`config.mk`:
```
export PLATFORM = sky130hd
export DESIGN_NAME = btree_noc4
export DESIGN_NICKNAME = d
export VERILOG_FILES = /design/src/rtl/btree_noc4_pkg.sv /design/src/rtl/btree_leaf_switch.sv /design/src/rtl/btree_noc4.sv
export SDC_FILE = /design/constraint.sdc
export NUM_CORES = 2
export LEC_CHECK = 0
export ABC_CLOCK_PERIOD_IN_PS = 5500
export CAP_MARGIN = 20
export CORE_ASPECT_RATIO = 0.7
export CORE_MARGIN = 3
export CORE_UTILIZATION = 50
export CTS_BUF_LIST = sky130_fd_sc_hd__clkbuf_4 sky130_fd_sc_hd__clkbuf_8
export CTS_CLUSTER_SIZE = 40
export DETAILED_ROUTE_END_ITERATION = 10
export GPL_ROUTABILITY_DRIVEN = 0
export PLACE_DENSITY_LB_ADDON = 0.3
export SYNTH_ARGS = -nofsm -noshare
export SYNTH_HDL_FRONTEND = slang
export SYNTH_SLANG_ARGS = --single-unit
```
`constraint.sdc`:
```
create_clock -name clk_100 -period 5.5 [get_ports clk_100]
set_clock_uncertainty 0.05 [all_clocks]
set_input_delay 0.825 -clock clk_100 [delete_from_list [all_inputs] [get_ports clk_100]]
set_output_delay 0.825 -clock clk_100 [all_outputs]
set_load 0.1 [all_outputs]
```
`src/rtl/btree_noc4_pkg.sv`:
```
// Shared constants and packet helpers for the four-port binary-tree NoC.
package btree_noc4_pkg;
  localparam int DataWidth  = 32;
  localparam int NumPe      = 4;
  localparam int AddrWidth  = 2;
  localparam int TW         = DataWidth + AddrWidth;
  localparam int NumSwPorts = 3;
  localparam logic [1:0] LinkPort = 2'd2;

  typedef logic [AddrWidth-1:0] addr_t;

  typedef struct packed {
    addr_t                 dest;
    logic [DataWidth-1:0]  payload;
  } pkt_t;

  function automatic addr_t pkt_dest(input logic [TW-1:0] pkt);
    return pkt[TW-1:DataWidth];
  endfunction

  // Modulo-3 wrap for port indices; inputs never exceed 4.
  function automatic logic [1:0] wrap3(input logic [2:0] v);
    return (v >= 3'd3) ? 2'(v - 3'd3) : v[1:0];
  endfunction
endpackage

```
`src/rtl/btree_leaf_switch.sv`:
```
// Leaf switch: three 2-deep input FIFOs, address routing, round-robin
// arbitration and a registered stage per output (ports 0/1 = PEs, 2 = link).
module btree_leaf_switch
  import btree_noc4_pkg::*;
#(
  parameter logic SwitchId = 1'b0
) (
  input  logic                            clk,
  input  logic                            rst_n,
  input  logic [NumSwPorts-1:0][TW-1:0]   in_data,
  input  logic [NumSwPorts-1:0]           in_valid,
  output logic [NumSwPorts-1:0]           in_ready,
  output logic [NumSwPorts-1:0][TW-1:0]   out_data,
  output logic [NumSwPorts-1:0]           out_valid,
  input  logic [NumSwPorts-1:0]           out_ready
);
  logic [NumSwPorts-1:0][TW-1:0]         head_q, head_d, tail_q, tail_d;
  logic [NumSwPorts-1:0][1:0]            cnt_q, cnt_d;
  logic [NumSwPorts-1:0]                 rdy_q, rdy_d;
  logic [NumSwPorts-1:0]                 push, pop;
  logic [NumSwPorts-1:0][1:0]            route;
  logic [NumSwPorts-1:0][NumSwPorts-1:0] req;
  logic [NumSwPorts-1:0][1:0]            win;
  logic [NumSwPorts-1:0][1:0]            ptr_q, ptr_d;
  logic [NumSwPorts-1:0][TW-1:0]         od_q, od_d;
  logic [NumSwPorts-1:0]                 ov_q, ov_d;

  // Link-in traffic only ever targets a local PE, so the tree cannot loop.
  function automatic logic [1:0] route_of(input logic [TW-1:0] pkt, input logic from_link);
    addr_t dest;
    dest = pkt_dest(pkt);
    if (!from_link && (dest[1] != SwitchId)) return LinkPort;
    return {1'b0, dest[0]};
  endfunction

  function automatic logic [1:0] rr_pick(input logic [NumSwPorts-1:0] r, input logic [1:0] ptr);
    logic [1:0] idx, pick;
    pick = ptr;
    for (int k = NumSwPorts - 1; k >= 0; k--) begin
      idx = wrap3({1'b0, ptr} + 3'(k));
      if (r[idx]) pick = idx;
    end
    return pick;
  endfunction

  assign in_ready  = rdy_q;
  assign out_data  = od_q;
  assign out_valid = ov_q;
  assign push      = in_valid & rdy_q;

  always_comb begin
    route = '0;
    req   = '0;
    win   = '0;
    for (int i = 0; i < NumSwPorts; i++)
      route[i] = route_of(head_q[i], i == NumSwPorts - 1);
    for (int o = 0; o < NumSwPorts; o++) begin
      for (int i = 0; i < NumSwPorts; i++)
        req[o][i] = (cnt_q[i] != 2'd0) && (route[i] == 2'(o));
      win[o] = rr_pick(req[o], ptr_q[o]);
    end
  end

  // An output reloads when empty or when its word leaves this cycle.
  always_comb begin
    pop   = '0;
    ptr_d = ptr_q;
    od_d  = od_q;
    ov_d  = ov_q;
    for (int o = 0; o < NumSwPorts; o++) begin
      if (!ov_q[o] || out_ready[o]) begin
        if (|req[o]) begin
          ov_d[o]       = 1'b1;
          od_d[o]       = head_q[win[o]];
          pop[win[o]]   = 1'b1;
          ptr_d[o]      = wrap3({1'b0, win[o]} + 3'd1);
        end else begin
          ov_d[o] = 1'b0;
        end
      end
    end
  end

  always_comb begin
    head_d = head_q;
    tail_d = tail_q;
    cnt_d  = cnt_q;
    rdy_d  = rdy_q;
    for (int i = 0; i < NumSwPorts; i++) begin
      case ({push[i], pop[i]})
        2'b10: begin
          if (cnt_q[i] == 2'd0) head_d[i] = in_data[i];
          else                  tail_d[i] = in_data[i];
          cnt_d[i] = cnt_q[i] + 2'd1;
        end
        2'b01: begin
          head_d[i] = tail_q[i];
          cnt_d[i]  = cnt_q[i] - 2'd1;
        end
        2'b11: begin
          if (cnt_q[i] == 2'd2) begin
            head_d[i] = tail_q[i];
            tail_d[i] = in_data[i];
          end else begin
            head_d[i] = in_data[i];
          end
        end
        default: ;
      endcase
      rdy_d[i] = (cnt_d[i] != 2'd2);
    end
  end

  always_ff @(posedge clk) begin
    if (!rst_n) begin
      head_q <= '0;
      tail_q <= '0;
      cnt_q  <= '0;
      rdy_q  <= '0;
      ptr_q  <= '0;
      od_q   <= '0;
      ov_q   <= '0;
    end else begin
      head_q <= head_d;
      tail_q <= tail_d;
      cnt_q  <= cnt_d;
      rdy_q  <= rdy_d;
      ptr_q  <= ptr_d;
      od_q   <= od_d;
      ov_q   <= ov_d;
    end
  end
endmodule

```
`src/rtl/btree_noc4.sv`:
```
// Four-port tree NoC: two leaf switches joined by a direct bidirectional link.
module btree_noc4
  import btree_noc4_pkg::*;
(
  input  logic          clk_100,
  input  logic          i_reset,
  input  logic [TW-1:0] i_pe_data0,
  input  logic [TW-1:0] i_pe_data1,
  input  logic [TW-1:0] i_pe_data2,
  input  logic [TW-1:0] i_pe_data3,
  input  logic          i_pe_data_valid0,
  input  logic          i_pe_data_valid1,
  input  logic          i_pe_data_valid2,
  input  logic          i_pe_data_valid3,
  output logic          o_pe_data_ready0,
  output logic          o_pe_data_ready1,
  output logic          o_pe_data_ready2,
  output logic          o_pe_data_ready3,
  output logic [TW-1:0] o_pe_data0,
  output logic [TW-1:0] o_pe_data1,
  output logic [TW-1:0] o_pe_data2,
  output logic [TW-1:0] o_pe_data3,
  output logic          o_pe_data_valid0,
  output logic          o_pe_data_valid1,
  output logic          o_pe_data_valid2,
  output logic          o_pe_data_valid3,
  input  logic          i_pe_data_ready0,
  input  logic          i_pe_data_ready1,
  input  logic          i_pe_data_ready2,
  input  logic          i_pe_data_ready3
);
  logic [NumSwPorts-1:0][TW-1:0] s0_in_data, s1_in_data, s0_out_data, s1_out_data;
  logic [NumSwPorts-1:0]         s0_in_valid, s1_in_valid, s0_in_ready, s1_in_ready;
  logic [NumSwPorts-1:0]         s0_out_valid, s1_out_valid, s0_out_ready, s1_out_ready;

  // Each switch's link-out register feeds the other switch's link-in FIFO.
  assign s0_in_data   = {s1_out_data[LinkPort], i_pe_data1, i_pe_data0};
  assign s0_in_valid  = {s1_out_valid[LinkPort], i_pe_data_valid1, i_pe_data_valid0};
  assign s0_out_ready = {s1_in_ready[LinkPort], i_pe_data_ready1, i_pe_data_ready0};
  assign s1_in_data   = {s0_out_data[LinkPort], i_pe_data3, i_pe_data2};
  assign s1_in_valid  = {s0_out_valid[LinkPort], i_pe_data_valid3, i_pe_data_valid2};
  assign s1_out_ready = {s0_in_ready[LinkPort], i_pe_data_ready3, i_pe_data_ready2};

  assign o_pe_data_ready0 = s0_in_ready[0];
  assign o_pe_data_ready1 = s0_in_ready[1];
  assign o_pe_data_ready2 = s1_in_ready[0];
  assign o_pe_data_ready3 = s1_in_ready[1];
  assign o_pe_data0       = s0_out_data[0];
  assign o_pe_data1       = s0_out_data[1];
  assign o_pe_data2       = s1_out_data[0];
  assign o_pe_data3       = s1_out_data[1];
  assign o_pe_data_valid0 = s0_out_valid[0];
  assign o_pe_data_valid1 = s0_out_valid[1];
  assign o_pe_data_valid2 = s1_out_valid[0];
  assign o_pe_data_valid3 = s1_out_valid[1];

  btree_leaf_switch #(.SwitchId(1'b0)) u_sw0 (
    .clk       (clk_100),
    .rst_n     (i_reset),
    .in_data   (s0_in_data),
    .in_valid  (s0_in_valid),
    .in_ready  (s0_in_ready),
    .out_data  (s0_out_data),
    .out_valid (s0_out_valid),
    .out_ready (s0_out_ready)
  );

  btree_leaf_switch #(.SwitchId(1'b1)) u_sw1 (
    .clk       (clk_100),
    .rst_n     (i_reset),
    .in_data   (s1_in_data),
    .in_valid  (s1_in_valid),
    .in_ready  (s1_in_ready),
    .out_data  (s1_out_data),
    .out_valid (s1_out_valid),
    .out_ready (s1_out_ready)
  );
endmodule

```
* After elaboration in Yosys (flattened, before gate mapping)
Cells that the tools add are included.
** Word-level totals
- Register bits after elaboration :: 648
- Input port bits :: 146
- Output and inout bits :: 144
** Cells by class
- Add/subtract/negate cells :: 54
- Magnitude comparators :: 54
- Eq/ne operators :: 56
- Multiplexer cells :: 170
- Bitwise operators :: 8
- Reductions and logical operators :: 86
** Operator list (count)
- 2-to-1 mux 34 bit :: 30
- one-hot mux 34 bit (3 select lines) :: 6
- binary-select mux 34 bit (select 2 bit) :: 6
- one-hot mux 34 bit (2 select lines) :: 6
- 2-to-1 mux 2 bit :: 48
- < comparator 2 x 3 -> 1 bit (second input constant) :: 24
- >= comparator 3 x 2 -> 1 bit (second input constant) :: 18
- subtractor 2 bit (second input constant) :: 24
- equality test 2 bit (second input constant) :: 22
- adder 2 x 1 -> 3 bit (second input constant) :: 12
- binary-select mux 1 bit (select 2 bit) :: 18
- 2-to-1 mux 3 bit :: 12
- 2-to-1 mux 1 bit :: 32
- inequality test 2 x 1 -> 1 bit (second input constant) :: 12
- inequality test 2 bit (second input constant) :: 12
- one-hot mux 2 bit (2 select lines) :: 6
- AND reduction 2 bit :: 12
- nonzero test 2 bit :: 12
- logical AND 1 bit :: 22
- equality test 2 x 1 -> 1 bit (second input constant) :: 10
- logical NOT 2 bit :: 10
- adder 2 x 2 -> 3 bit (second input constant) :: 6
- AND reduction 3 bit :: 6
- nonzero test 3 bit :: 6
- 12 further kinds :: 56

* Depth between registers and ports, before layout
- Depth after elaboration :: 24
- Depth in mapped cells :: 23

* Cells and area by module
A second synthesis with hierarchy kept.
** Unflattened totals
- Cells, all modules :: 3823
- Area, all modules :: 32293.5 µm²
** Modules (own cells, without submodules)
- btree_leaf_switch (u_sw1) :: instances 1, cells each 1979, area each 16532.1 µm², sequential area each 6486.2 µm²
- btree_leaf_switch (u_sw0) :: instances 1, cells each 1844, area each 15761.4 µm², sequential area each 6486.2 µm²

* Worst setup path before layout
OpenSTA, ideal clock, no wires.
- Path type :: reg-to-reg
- From :: reg u_sw1.ptr_q[2] (netlist name)
- To :: reg u_sw1.head_q[10] (netlist name)
- Arrival time :: 4.095 ns
- Path slack :: 1.296 ns
- Stages on the path, launching flop included :: 20
- Path buffers :: 3
- Period minus slack after synthesis :: 4.204 ns
- Path through :: dfxtp_1 > inv_1 > ha_1 > or2_1 > a22o_1 > a311oi_1 > or2_1 > buf_2 > buf_2 > ha_1 > a22o_1 > nor2_1 > ha_1 > o21a_1 > nor2_1 > nand2_1 > nor3b_1 > dlygate4sd1_1 > a22o_1 > a221o_1
** On the way
- Longest elaborated chain between the ends :: 21
- Elaborated cells between the ends (all ways) :: 38
** RTL lines
- from (decl) :: RTL line btree_leaf_switch.sv:24 : logic [NumSwPorts-1:0][1:0] ptr_q, ptr_d;
- from (signal assigned) :: RTL line btree_leaf_switch.sv:128 : ptr_q <= ptr_d;
- adder 2 x 2 -> 3 bit :: RTL line btree_leaf_switch.sv:40 : idx = wrap3({1'b0, ptr} + 3'(k));
- >= comparator 3 x 2 -> 1 bit / subtractor 2 bit (equally long branches) :: RTL line btree_noc4_pkg.sv:23 : return (v >= 3'd3) ? 2'(v - 3'd3) : v[1:0];
- 2-to-1 mux 2 bit :: RTL line btree_noc4_pkg.sv:23
- binary-select mux 1 bit (select 2 bit) :: RTL line btree_leaf_switch.sv:41 : if (r[idx]) pick = idx;
- 2-to-1 mux 1 bit (not written as such) :: RTL line btree_leaf_switch.sv:41
- 2-to-1 mux 2 bit (2 in a row) :: RTL line btree_leaf_switch.sv:41
- 2-to-1 mux 2 bit * :: RTL line btree_leaf_switch.sv:41
- < comparator 2 x 3 -> 1 bit (not written as such) / >= comparator 2 x 1 -> 1 bit (equally long branches) :: RTL line btree_leaf_switch.sv:75 : pop[win[o]] = 1'b1;
- [... 4 more ...]
- 2-to-1 mux 3 bit * :: RTL line btree_leaf_switch.sv:72 : if (|req[o]) begin
- 2-to-1 mux 3 bit * :: RTL line btree_leaf_switch.sv:71 : if (!ov_q[o] || out_ready[o]) begin
- OR 3 bit (no source line)
- 2-to-1 mux 3 bit :: RTL line btree_leaf_switch.sv:72
- 2-to-1 mux 3 bit * :: RTL line btree_leaf_switch.sv:71
- equality test 2 bit / equality test 2 x 1 -> 1 bit (equally long branches) :: RTL line btree_leaf_switch.sv:90 : case ({push[i], pop[i]})
- inequality test 2 x 1 -> 1 bit (no source line) / nonzero test 3 bit (equally long branches)
- AND reduction 2 bit (no source line)
- to (signal assigned) :: RTL line btree_leaf_switch.sv:116 : head_q <= '0;
- to (signal assigned) :: RTL line btree_leaf_switch.sv:124 : head_q <= head_d;
- to (decl) :: RTL line btree_leaf_switch.sv:17 : logic [NumSwPorts-1:0][TW-1:0] head_q, head_d, tail_q, tail_d;
Every way passes the cells marked *; elsewhere a longest branch is shown, timed or not. The select of a mux whose other input is x is not followed.
A chain may end at the register's enable or synchronous reset.

* Worst setup path in the final report
- From :: reg u_sw0.ptr_q[0] (netlist name)
- To :: reg u_sw0.head_q[78] (netlist name)
** On the way
- Longest elaborated chain between the ends :: 23
- Elaborated cells between the ends (all ways) :: 40
** RTL lines (RTL line)
- from (decl) :: btree_leaf_switch.sv:24
- from (signal assigned) :: btree_leaf_switch.sv:128
- adder 2 x 2 -> 3 bit :: btree_leaf_switch.sv:40
- >= comparator 3 x 2 -> 1 bit / subtractor 2 bit (equally long branches) :: btree_noc4_pkg.sv:23
- 2-to-1 mux 2 bit :: btree_noc4_pkg.sv:23
- binary-select mux 1 bit (select 2 bit) :: btree_leaf_switch.sv:41
- 2-to-1 mux 1 bit (not written as such) :: btree_leaf_switch.sv:41
- 2-to-1 mux 2 bit (2 in a row) :: btree_leaf_switch.sv:41
- 2-to-1 mux 2 bit * :: btree_leaf_switch.sv:41
- < comparator 2 x 3 -> 1 bit (not written as such) / >= comparator 2 x 1 -> 1 bit (equally long branches) :: btree_leaf_switch.sv:75
- [... 6 more ...]
- 2-to-1 mux 3 bit :: btree_leaf_switch.sv:72
- 2-to-1 mux 3 bit * :: btree_leaf_switch.sv:71
- OR 3 bit (no source line)
- 2-to-1 mux 3 bit :: btree_leaf_switch.sv:72
- 2-to-1 mux 3 bit * :: btree_leaf_switch.sv:71
- equality test 2 bit / equality test 2 x 1 -> 1 bit (equally long branches) :: btree_leaf_switch.sv:90
- inequality test 2 x 1 -> 1 bit (no source line) / nonzero test 3 bit (equally long branches)
- AND reduction 2 bit (no source line)
- to (signal assigned) :: btree_leaf_switch.sv:116
- to (signal assigned) :: btree_leaf_switch.sv:124
- to (decl) :: btree_leaf_switch.sv:17
Marks and branches as above.

==> flow_summary.toml <==
[pwr]
internal_power_w = 0.01100
combPwrFrac = 0.451
powerDensity_nw_per_um2 = 573.1
power_w = 0.02038
p_leak_nw = 12.93
p_sw_frac = 0.4603
irDropWorstVdd_uv = 390.1
switching_power_w = 0.009383
clkPwrFrac = 0.205
power_frac_seq = 0.344

[floorplanning]
io_pins = 290
initial_core_util = 0.5076
core_area_sq_um = 61710
die_w_um = 305.2
row_count = 76
die_area_sq_um = 65750
die_h_um = 215.4

[routing]
routedWlPerCell_um = 21.56
finalWirelength_um = 99090
first_pass_iters = 5
dr.first_iter.drc_count = 3093
ant_nets = 0
vias = 28650
viasPerCell = 6.234
drc = 0

[finish]
instances_no_fill = 4596
final_common_cell = "dfxtp_1"
fin_nets = 3905
final-seq-area_sq_um = 12970
final_cell_mix = "dfxtp_1 (648), nand2_1 (632), a21oi_1 (365)"
drive_gt1_frac = 0.09743
insertedDiodeCount = 0
multi_input_area_sq_um = 15660
nFillCells = 5490
area_growth_syn_to_layout_pct = 13.52

[worst_setup_path]
critPathCapture = "u_sw0.head_q[78]"
start_kind = "flop"
crit_top_cell = "inv_1"
endpoint_kind = "flop"
crit_chain = "inv_1 > ha_1 > inv_1 > nor3_1 > o21ai_1 > a22o_1 > nand2_1 > inv_1 > ha_1 > a222oi_1 > inv_1 > ha_1 > a31oi_1 > nor2_2 > buf_4 > a22oi_1 > a21oi_1"
cpPeakStageDelay_ps = 730
r2r-start = "u_sw0.ptr_q[0]"
required_ps = 6020
crit_start = "u_sw0.ptr_q[0]"
rr_endpoint = "u_sw0.head_q[78]"
path_class = "flop to flop"
reg2reg_slack_ps = 690
rr_worst_depth = 17
cp_slowest_cell = "a222oi_1"
worstPathArrival_ps = 5330
cp_max_fo = 34

[sta]
worstMarginPinSlew_ps = 1109
fmax_ghz = 0.2078
period_needed_ps = 4811
setup_viol = 0
post-route-period-util = 0.8748
drv_slew = 0
fin_ws_ps = 688.5
finalHoldViolations = 0
fin_tns_setup_ps = 0
maxSlewHeadroom = 0.2605
hold_slack_ps = 382.0
grt_setup_unrepaired = "false"

[clock_network]
cts_resized = 0
cts_htree_levels = 3
clock-sinks = 648
clock-root-buffer = "clkbuf_8"
ctsHoldBuffers = 0
cts_setup_buffers = 0
clock_path_buffers = 3
numCtsBuffers = 100
cts_tree = "done"
clk_latency_ps = 710
cts.clk_slew.worst_paths_ps = 70

[global_routing]
grt_antenna_before_repair = 0
overflow = 0
gr-usage-all-layers = 0.2868
grt_max_degree = 97
grt_pass1_wl_um = 152400
grt_pass1_vias = 26150

[logic_synthesis]
yosysWarnings = 0
synth.top_cell.area_share = 0.4141
postSynth.asyncResetShare = 0
synth_flop_cell = "dfxtp_1"
netlist_area_sq_um = 31330
yosysUniqueCellTypes = 91
syn_area_per_cell_sq_um = 8.479
synth_seq_cells = 648
yosysSeqAreaShare = 0.4141
synth_top_area_cell = "dfxtp_1"
synth.net_count = 3893
netlist_instances = 3695
synth_edf_count = 0
synthTopCellsByArea = "dfxtp_1 (41%), nand2_1 (7.6%), a21oi_1 (5.9%), a221o_1 (4.4%), mux2i_1 (4.3%)"

[place]
placedCellCount = 4424
pre_cts_slack_ps = 860.1
dp_hpwl_um = 64540
io_buffers = 289

[hold_path]
min-delay-path-class = "flop to flop"

[job]
drv_cap = 0

[outcome]
outcome = "complete, no violations"
==> how the worst min path moves through the flow <==
stage | end | slack [ps] | cells past startpoint | from
global route | u_sw1.head_q[98] | 420 | 2 | u_sw1.tail_q[98]
finish | u_sw1.head_q[98] | 380 | 2 | u_sw1.tail_q[98]
detailed placement | u_sw1.head_q[69] | 390 | 2 | u_sw1.tail_q[69]
floorplan | u_sw1.head_q[100] | 380 | 2 | u_sw1.tail_q[100]
global placement | u_sw1.head_q[95] | 390 | 2 | u_sw1.tail_q[95]
CTS | u_sw1.head_q[98] | 380 | 2 | u_sw1.tail_q[98]
==> through the flow <==
step,utilization,cell area (sq um)
6_report,0.5763,35570
5_1_grt,0.5763,35570
4_1_cts,0.5763,35570
3_5_place_dp,0.5430,33510
3_3_place_gp,0.5430,33510
2_1_floorplan,-,31330
==> state kept, by name, summed over array words and instances, names as in the netlist, 102 cells and up <==
name            cells
u_sw1.head_q      102
u_sw1.tail_q      102
u_sw1.out_data    102
u_sw0.head_q      102
u_sw0.tail_q      102
u_sw0.out_data    102
==> kinds of logic after synthesis <==
logic type / Yosys count / synth area share
xor gates and xnor gates: 6 / 0.001677
adders and majority gates: 54 / 0.02141
AOI/OAI and AO/OA: 1313 / 0.2822
muxes: 204 / 0.06793
and+or+nand+nor: 902 / 0.1212
buffers and inverters: 568 / 0.09150
DFF: 648 / 0.4141
==> metal layers <==
layer | part of all wire | track usage | wire [um]
met1 | 0.42 | 0.4021 | 41990
met4 | 0.038 | 0.1097 | 3794
met5 | 0 | 0 | 0
met3 | 0.086 | 0.04945 | 8552
met2 | 0.45 | 0.4425 | 44750
==> Yosys cell counts (all sizes together) (6+ instances only) <==
cell	count
inv	122
and3	7
nand2	633
a221o	137
a22o	107
o211ai	14
a21o	9
nor2b	14
mux2	69
nand2b	19
mux2i	135
a21oi	373
ha	52
nor3	49
a2bb2oi	27
o21bai	6
o221ai	34
buf	232
a22oi	96
xnor2	6
o21ai	270
o22ai	50
nor2	54
dfxtp	648
a31oi	116
or3	7
a211o	6
nand3	92
or2	9
o21a	11
clkbuf	209
o31ai	7
a32oi	12
==> final cells by class <==
class                           instances  share of cell area
Inverter                              123             0.01319
Sequential cell                       648              0.3647
Multi-Input combinational cell       2479              0.4403
Timing Repair Buffer                  355             0.09523
Clock buffer                          159             0.05449
Tap cell                              819             0.02881
Clock inverter                         13            0.003201
==> critical path: cells and delay by family (launching register included) <==
| kind | cells | cell delay (ps) |
|---|---|---|
| AOI/OAI and AO/OA | 6 | 1770 |
| buffers and inverters | 5 | 890 |
| adders and majority gates | 3 | 820 |
| and+or+nand+nor | 3 | 760 |
| DFF | 1 | 360 |
==> power by group through the flow <==
stage	Sequential (W)	Clock [W]	Combinational [W]
2_1_floorplan	0.00653	0	0.00713
3_3_place_gp	0.00706	0	0.00886
3_5_place_dp	0.00705	0	0.00899
4_1_cts	0.00697	0.00423	0.00903
5_1_grt	0.00710	0.00443	0.00982
6_report	0.00702	0.00418	0.00918
Note: power is estimated with default switching activity, not from simulation.
